File: config.mk
export PLATFORM = sky130hd
export DESIGN_NAME = interrupt_reader
export DESIGN_NICKNAME = d
export VERILOG_FILES = /design/src/rtl/interrupt_pkg.sv /design/src/rtl/interrupt_reader_synchronizer.sv /design/src/rtl/interrupt_reader.sv
export SDC_FILE = /design/constraint.sdc
export NUM_CORES = 1
export LEC_CHECK = 0
export CORE_MARGIN = 3
export CORE_UTILIZATION = 52
export CTS_CLUSTER_DIAMETER = 100
export DETAILED_ROUTE_END_ITERATION = 7
export GPL_TIMING_DRIVEN = 0
export PLACE_DENSITY = 0.85
export SLEW_MARGIN = 5
export SYNTH_ARGS = -nofsm -noshare
export SYNTH_HDL_FRONTEND = slang
export SYNTH_SLANG_ARGS = --single-unit
File: constraint.sdc
create_clock -name clk_i -period 3.7 [get_ports clk_i]
set_input_delay 0.74 -clock clk_i [delete_from_list [all_inputs] [get_ports clk_i]]
set_output_delay 0.74 -clock clk_i [all_outputs]
set_load 0.02 [all_outputs]
File: src/rtl/interrupt_pkg.sv
// Shared definitions for the interrupt manager/reader pair: line count, id width
// and the reader's sequencing states.
package interrupt_pkg;

    localparam int NUM_LINES = 8;
    localparam int ID_W      = 3;

    typedef enum logic [1:0] {
        ST_IDLE    = 2'd0,
        ST_STROBE  = 2'd1,
        ST_HOLDOFF = 2'd2
    } rd_state_e;

endpackage

File: src/rtl/interrupt_reader_synchronizer.sv
// Two-flop synchronizer for asynchronous level inputs, with a configurable idle
// value loaded on reset.
module synchronizer #(
    parameter int               WIDTH   = 1,
    parameter logic [WIDTH-1:0] RST_VAL = '0
) (
    input  logic             clk_i,
    input  logic             rst_i,
    input  logic [WIDTH-1:0] d_i,
    output logic [WIDTH-1:0] q_o
);

    logic [WIDTH-1:0] meta_q;
    logic [WIDTH-1:0] sync_q;

    always_ff @(posedge clk_i) begin
        if (rst_i) begin
            meta_q <= RST_VAL;
            sync_q <= RST_VAL;
        end else begin
            meta_q <= d_i;
            sync_q <= meta_q;
        end
    end

    assign q_o = sync_q;

endmodule

File: src/rtl/interrupt_reader.sv
// Reads latched interrupt lines from the manager with a timed n_rd strobe, keeps
// them pending and dispatches them one at a time, lowest index first.
//
// state      | meaning
// -----------+-----------------------------------------------------------
// ST_IDLE    | waiting for synchronized n_int to go low
// ST_STROBE  | n_rd low for RD_CYCLES clocks; capture dat in the last one
// ST_HOLDOFF | n_rd high for GAP_CYCLES clocks while n_int settles
module interrupt_reader
    import interrupt_pkg::*;
#(
    parameter int RD_CYCLES  = 3,
    parameter int GAP_CYCLES = 3
) (
    input  logic                 clk_i,
    input  logic                 rst_i,
    input  logic                 n_int_i,
    input  logic [NUM_LINES-1:0] dat_i,
    output logic                 n_rd_o,
    input  logic [NUM_LINES-1:0] mask_i,
    output logic                 irq_valid_o,
    output logic [ID_W-1:0]      irq_id_o,
    input  logic                 irq_ready_i,
    output logic [NUM_LINES-1:0] pending_o,
    output logic [NUM_LINES-1:0] lost_o,
    input  logic                 lost_clr_i,
    output logic                 busy_o
);

    logic                 n_int_s;
    logic [NUM_LINES-1:0] dat_s;

    synchronizer #(.WIDTH(1), .RST_VAL(1'b1)) u_sync_int (
        .clk_i (clk_i),
        .rst_i (rst_i),
        .d_i   (n_int_i),
        .q_o   (n_int_s)
    );

    synchronizer #(.WIDTH(NUM_LINES), .RST_VAL('0)) u_sync_dat (
        .clk_i (clk_i),
        .rst_i (rst_i),
        .d_i   (dat_i),
        .q_o   (dat_s)
    );

    rd_state_e            state_q;
    logic [3:0]           cnt_q;
    logic                 n_rd_q;
    logic [NUM_LINES-1:0] pending_q, pending_d;
    logic [NUM_LINES-1:0] lost_q, lost_d;
    logic                 irq_valid_q;
    logic [ID_W-1:0]      irq_id_q;

    always_ff @(posedge clk_i) begin
        if (rst_i) begin
            state_q <= ST_IDLE;
            cnt_q   <= '0;
            n_rd_q  <= 1'b1;
        end else begin
            unique case (state_q)
                ST_IDLE: begin
                    if (!n_int_s) begin
                        state_q <= ST_STROBE;
                        cnt_q   <= 4'(RD_CYCLES - 1);
                        n_rd_q  <= 1'b0;
                    end
                end
                ST_STROBE: begin
                    if (cnt_q == 4'd0) begin
                        state_q <= ST_HOLDOFF;
                        cnt_q   <= 4'(GAP_CYCLES - 1);
                        n_rd_q  <= 1'b1;
                    end else begin
                        cnt_q <= cnt_q - 4'd1;
                    end
                end
                ST_HOLDOFF: begin
                    if (cnt_q == 4'd0) state_q <= ST_IDLE;
                    else               cnt_q   <= cnt_q - 4'd1;
                end
                default: begin
                    state_q <= ST_IDLE;
                    n_rd_q  <= 1'b1;
                end
            endcase
        end
    end

    function automatic logic [ID_W-1:0] lowest_idx(input logic [NUM_LINES-1:0] v);
        lowest_idx = '0;
        for (int i = NUM_LINES - 1; i >= 0; i--)
            if (v[i]) lowest_idx = ID_W'(i);
    endfunction

    logic                 capture;
    logic                 handshake;
    logic [NUM_LINES-1:0] cap_bits;
    logic [NUM_LINES-1:0] clr_bits;
    logic [NUM_LINES-1:0] enabled;

    // A capture of the bit being handed off in the same cycle is a fresh event,
    // so set overrides the clear and it is not counted as lost.
    always_comb begin
        capture   = (state_q == ST_STROBE) && (cnt_q == 4'd0);
        handshake = irq_valid_q & irq_ready_i;
        cap_bits  = capture ? dat_s : '0;
        clr_bits  = '0;
        if (handshake) clr_bits[irq_id_q] = 1'b1;
        pending_d = (pending_q & ~clr_bits) | cap_bits;
        lost_d    = (lost_q & ~{NUM_LINES{lost_clr_i}}) | (cap_bits & pending_q & ~clr_bits);
        enabled   = pending_q & mask_i;
    end

    always_ff @(posedge clk_i) begin
        if (rst_i) begin
            pending_q   <= '0;
            lost_q      <= '0;
            irq_valid_q <= 1'b0;
            irq_id_q    <= '0;
        end else begin
            pending_q <= pending_d;
            lost_q    <= lost_d;
            if (handshake) begin
                irq_valid_q <= 1'b0;
            end else if (!irq_valid_q && (|enabled)) begin
                irq_valid_q <= 1'b1;
                irq_id_q    <= lowest_idx(enabled);
            end
        end
    end

    assign n_rd_o      = n_rd_q;
    assign irq_valid_o = irq_valid_q;
    assign irq_id_o    = irq_id_q;
    assign pending_o   = pending_q;
    assign lost_o      = lost_q;
    assign busy_o      = (state_q != ST_IDLE);

endmodule
==> impl_metrics.env, run 1 <==
export IMPL_cts_made_buffers=5
export IMPL_antenna_found_initial=0
export IMPL_cp_endpoint="busy_o"
export IMPL_cts_tree="built"
export IMPL_clockRootBuffer="clkbuf_4"
export IMPL_wl_per_cell_um=13.11
export IMPL_maxCapViolCount=0
export IMPL_syn_to_final_growth_pct=28.15
export IMPL_final_setup_skew_ns=0.008162
export IMPL_gp_congestion=0.8740
export IMPL_reg2reg_depth=6
export IMPL_grt_pass1_vias=1441
export IMPL_core_area_um2=3203
export IMPL_postSynthCellCount=196
export IMPL_io_pins=43
export IMPL_crit_reg2reg_launch="cnt_q[0]"
export IMPL_cp_arrival_ns=1.73
export IMPL_report_final_setup_viol=0
export IMPL_peakVddDrop_v=0.0002744
export IMPL_post_synth_cell_area_avg_um2=9.365
export IMPL_die_y_um=65.41
export IMPL_track_usage_pct=19.77
export IMPL_rsz0062_at_grt="false"
export IMPL_cts_htree_levels=2
export IMPL_hold_viol=0
export IMPL_nNetsFinal=272
export IMPL_slew_violations=0
export IMPL_grt_overflow_total=0
export IMPL_seq_area_frac_synth_pct=49.08
export IMPL_die_w_um=65.41
export IMPL_start_kind="flop"
export IMPL_ys_ff_latch=45
export IMPL_final_common_cell="dfxtp_1"
export IMPL_min_period_over_period_pct=66.81
export IMPL_cts_buffer_depth=2
export IMPL_synthesis_area_um2=1836
export IMPL_synth_edf_count=0
export IMPL_drive_above_1_share_pct=8.163
export IMPL_grt_pass1_wl_um=6479
export IMPL_hold_class="reg -> reg"
export IMPL_worstMarginPinSlew_ns=0.5797
export IMPL_drc=0
export IMPL_status="finished clean"
export IMPL_clk_pin_slew_ns=0.11
export IMPL_clock_latency_ns=0.35
export IMPL_cts_setup_buffers=0
export IMPL_hpwl_um=2881
export IMPL_multi_input_area_um2=862.1
export IMPL_powerDensity_nw_per_um2=467.9
export IMPL_diodes=0
export IMPL_reg2reg_to="cnt_q[0]"
export IMPL_synthesis_nets=224
export IMPL_yosysUniqueCellTypes=38
export IMPL_vias=1557
export IMPL_finalWirelength_um=3789
export IMPL_ys_warn_count=0
export IMPL_tns_ns=0
export IMPL_seqCellArea_um2=900.9
export IMPL_vias_per_cell=5.388
export IMPL_cts_resized=0
export IMPL_fmax_mhz=404.6
export IMPL_grt_max_degree=14
export IMPL_cp_required_ns=2.96
export IMPL_async_flop_share_pct=0
export IMPL_row_count=20
export IMPL_nFillCells=267
export IMPL_fin_crit_ns=2.472
export IMPL_whs_ns=0.4224
export IMPL_die_area_um2=4278
export IMPL_final_cell_mix="dfxtp_1, clkdlybuf4s50_1, nor2b_1"
export IMPL_max_slew_margin_pct=61.36
export IMPL_drtAntennaViolNets=0
export IMPL_drtIter0Drc=108
export IMPL_clock_sinks=45
export IMPL_critPathLaunch="state_q[0]"
export IMPL_initial_core_util_pct=57.30
export IMPL_crit_type="reg -> out"
export IMPL_yosys_most_used_dff="dfxtp_1"
export IMPL_port_buffers=41
export IMPL_ff2ff_setup_slack_ns=2.08
export IMPL_first_pass_iters=4
export IMPL_p_leak_nw=0.8350
export IMPL_end_kind="output pin"
export IMPL_postCtsHoldBufs=0
export IMPL_critPathMaxFanout=4
==> through the flow <==
step                cell area, µm²  std cells  worst slack [ns]  power (mW)  utilization (%)
global placement              2301        281             1.552      0.8830            71.84
CTS                           2352        289             1.198       1.107            73.44
finish                        2352        289             1.228       1.101            73.44
detailed placement            2301        281             1.548      0.8911            71.84
floorplan                     1836        196             2.124      0.7773                -
global route                  2352        289             1.078       1.174            73.44
==> kinds of logic after synthesis <==
logic type	count (synthesis)	synth area share [%]
buffers and inverters	18	3.954
adder cells (fa/ha/maj)	7	4.771
AO/OA/AOI/OAI	53	18.47
multiplexers	1	0.5454
flip-flops	45	49.08
AND/OR/NAND/NOR	72	23.18
==> where the power goes <==
part           switching, mW  total, mW  internal, mW
registers             0.0305      0.552         0.522
logic                  0.182      0.330         0.147
clock network          0.146      0.218        0.0726
total                  0.359       1.10         0.742
==> state kept, by name, indices dropped and copies added, names as in the netlist, 2 cells and up <==
signal and count:
pending_o 8, lost_o 8, u_sync_dat.meta_q 8, cnt_q 4, state_q 2, irq_id_o 3, u_sync_dat.q_o 8
==> worst min path at each step <==
| stage | from | endpoint | slack, ns | depth (start not counted) |
|---|---|---|---|---|
| 4_1_cts | u_sync_int.meta_q | u_sync_int.q_o | 0.43 | 1 |
| 3_5_place_dp | u_sync_int.meta_q | u_sync_int.q_o | 0.40 | 1 |
| 5_1_grt | u_sync_int.meta_q | u_sync_int.q_o | 0.44 | 1 |
| 6_report | u_sync_int.meta_q | u_sync_int.q_o | 0.42 | 1 |
| 3_3_place_gp | u_sync_int.meta_q | u_sync_int.q_o | 0.39 | 1 |
| 2_1_floorplan | u_sync_int.meta_q | u_sync_int.q_o | 0.39 | 1 |
==> critical path: stages (launching register included) <==
cell and delay [ns]:
dfxtp_1 0.39, inv_1 0.10, ha_1 0.23, inv_1 0.08, clkdlybuf4s50_1 0.60
==> metal layers <==
metal	share of wire [%]	track usage [%]
met1	47	25.62
met2	45	31.48
met3	6.4	4.444
met4	1.5	8.549
met5	0	0
==> Yosys cell counts (all sizes together) (3+ instances only) <==
library cell,number,area share [%]
nor2b,20,6.8
nor2,7,1.4
or2,6,2.0
nand2b,7,2.4
dfxtp,45,49
a211oi,4,1.9
a22oi,6,2.5
ha,7,4.8
o21ai,10,2.7
nor3,3,1.1
nand2,18,3.7
o22ai,4,1.4
clkbuf,5,1.0
inv,11,2.2
nand3b,3,1.2
a21oi,21,6.5
==> cell type report <==
class                           count  share of cell area [%]
Clock buffer                        6                   1.755
Sequential cell                    45                   38.30
Multi-Input combinational cell    133                   36.65
Clock inverter                      2                  0.4255
Buffer                              7                   1.330
Tap cell                           44                   2.340
Timing Repair Buffer               41                   17.45
Inverter                           11                   1.755
Power figures use the tool's default switching activity.
==> run 2, diff against run 1 <==
CORE_UTILIZATION = 44   (was 52)
PLACE_DENSITY = 0.77   (was 0.85)
clock period = 2.2 ns   (was 3.7 ns; I/O delays follow)
==> impl_metrics.env, run 2 (same netlist as run 1, synthesis figures left out) <==
export IMPL_grt_overflow_total=0
export IMPL_crit_type="reg -> out"
export IMPL_seqCellArea_um2=900.9
export IMPL_die_area_um2=4983
export IMPL_slew_violations=0
export IMPL_report_final_setup_viol=0
export IMPL_postCtsHoldBufs=0
export IMPL_port_buffers=41
export IMPL_drtIter0Drc=129
export IMPL_grt_pass1_wl_um=6244
export IMPL_vias=1506
export IMPL_gp_congestion=0.9377
export IMPL_worstMarginPinSlew_ns=0.5681
export IMPL_cp_arrival_ns=1.42
export IMPL_crit_slowest_cell="clkdlybuf4s50_1"
export IMPL_cts_made_buffers=5
export IMPL_grt_max_degree=18
export IMPL_crit_chain="clkdlybuf4s50_1"
export IMPL_row_count=22
export IMPL_die_w_um=70.59
export IMPL_wl_per_cell_um=12.56
export IMPL_rsz0062_at_grt="false"
export IMPL_cts_resized=0
export IMPL_syn_to_final_growth_pct=30.95
export IMPL_dp_cells=285
export IMPL_fmax_mhz=538.0
export IMPL_vias_per_cell=5.140
export IMPL_drtAntennaViolNets=0
export IMPL_tns_ns=0
export IMPL_cts_htree_levels=2
export IMPL_hold_class="reg -> reg"
export IMPL_fin_crit_ns=1.859
export IMPL_drc=0
export IMPL_cp_required_ns=1.76
export IMPL_initial_core_util_pct=47.97
export IMPL_clock_latency_ns=0.30
export IMPL_final_common_cell="dfxtp_1"
export IMPL_clk_pin_slew_ns=0.09
export IMPL_hpwl_um=2745
export IMPL_first_pass_iters=4
export IMPL_multi_input_area_um2=862.1
export IMPL_min_period_over_period_pct=84.49
export IMPL_cts_setup_buffers=0
export IMPL_die_y_um=70.59
export IMPL_cp_top_family="buffers and inverters"
export IMPL_core_area_um2=3826
export IMPL_final_setup_skew_ns=0.007596
export IMPL_nNetsFinal=272
export IMPL_critPathLaunch="irq_id_o[1]"
export IMPL_diodes=0
export IMPL_start_kind="flop"
export IMPL_clockRootBuffer="clkbuf_8"
export IMPL_grt_pass1_vias=1362
export IMPL_peakVddDrop_v=0.0005316
export IMPL_path_buf_inv=1
export IMPL_drive_above_1_share_pct=8.571
export IMPL_p_leak_nw=0.8673
export IMPL_cts_buffer_depth=2
export IMPL_cts_tree="built"
export IMPL_worst_slack_ns=0.3412
export IMPL_io_pins=43
export IMPL_clock_sinks=45
export IMPL_nFillCells=349
export IMPL_hold_viol=0
export IMPL_crit_path_max_incr_delay_ns=0.66
export IMPL_finalWirelength_um=3680
export IMPL_track_usage_pct=15.78
export IMPL_end_kind="output pin"
export IMPL_hp_start="u_sync_int.meta_q"
export IMPL_final_cell_mix="dfxtp_1, clkdlybuf4s50_1, nor2b_1"
export IMPL_crit_reg2reg_launch="state_q[1]"
export IMPL_critPathMaxFanout=7
export IMPL_max_slew_margin_pct=62.13
export IMPL_powerDensity_nw_per_um2=836.1
export IMPL_status="finished clean"
export IMPL_maxCapViolCount=0
export IMPL_antenna_found_initial=0
export IMPL_finalNonFillerCells=293
export IMPL_dp_worst_setup_slack_ns=0.3702
## run 2: cell count changes in the layout (fill, tap and decap cells not counted), sizes merged
cell           before  now
clkbuf             11   10
clkdlybuf4s50      41   40
clkinv              2    0
dlymetal6s2s        0    1
inv                11   14
## run 2: layout make-up
type | instances | area share (%)
inverter | 11 | 1.718
multi-input combinational | 133 | 35.87
clock inverter | 3 | 1.093
sequential | 45 | 37.48
timing repair buffer | 41 | 17.18
buffer | 7 | 1.301
clock buffer | 5 | 2.863
tap | 48 | 2.499
## run 2: metrics by stage
step	power, mW	utilization [%]	hold slack, ns	instance area (µm²)
4_1_cts	2.026	62.75	0.4207	2401
5_1_grt	2.133	62.82	0.4504	2404
6_report	2.010	62.82	0.4176	2404
2_1_floorplan	1.307	-	0.3895	1836
3_3_place_gp	1.487	60.27	0.3937	2306
3_5_place_dp	1.494	60.27	0.3997	2306
## run 2: routing by layer
metal  wire [µm]  vias up  GRT usage [%]
li1            -      768              -
met1        1755      683          21.90
met2        1596       50          23.28
met3         270        5          3.551
met4          57        0          7.516
met5           0        -              0
## run 2: final timing paths
path | cells after the start | to | slack, ns
worst max-delay path | 1 | irq_id_o[1] | 0.34
worst min-delay path | 1 | u_sync_int.q_o | 0.42
worst max register to register | 6 | cnt_q[3] | 0.62
worst min register to register | 1 | u_sync_int.q_o | 0.42
## run 2: worst reg2reg max path, stage by stage, from the launching register on
cell and delay [ns]:
dfxtp_1 0.40, inv_1 0.10, ha_1 0.36, nand2_1 0.07, o21ai_0 0.25, o311ai_0 0.19
a21oi_1 0.15
## run 2: power by group
| part | internal (mW) | switching, mW |
|---|---|---|
| Sequential | 0.877 | 0.0512 |
| Combinational | 0.246 | 0.300 |
| Clock | 0.236 | 0.299 |
| Total | 1.36 | 0.651 |
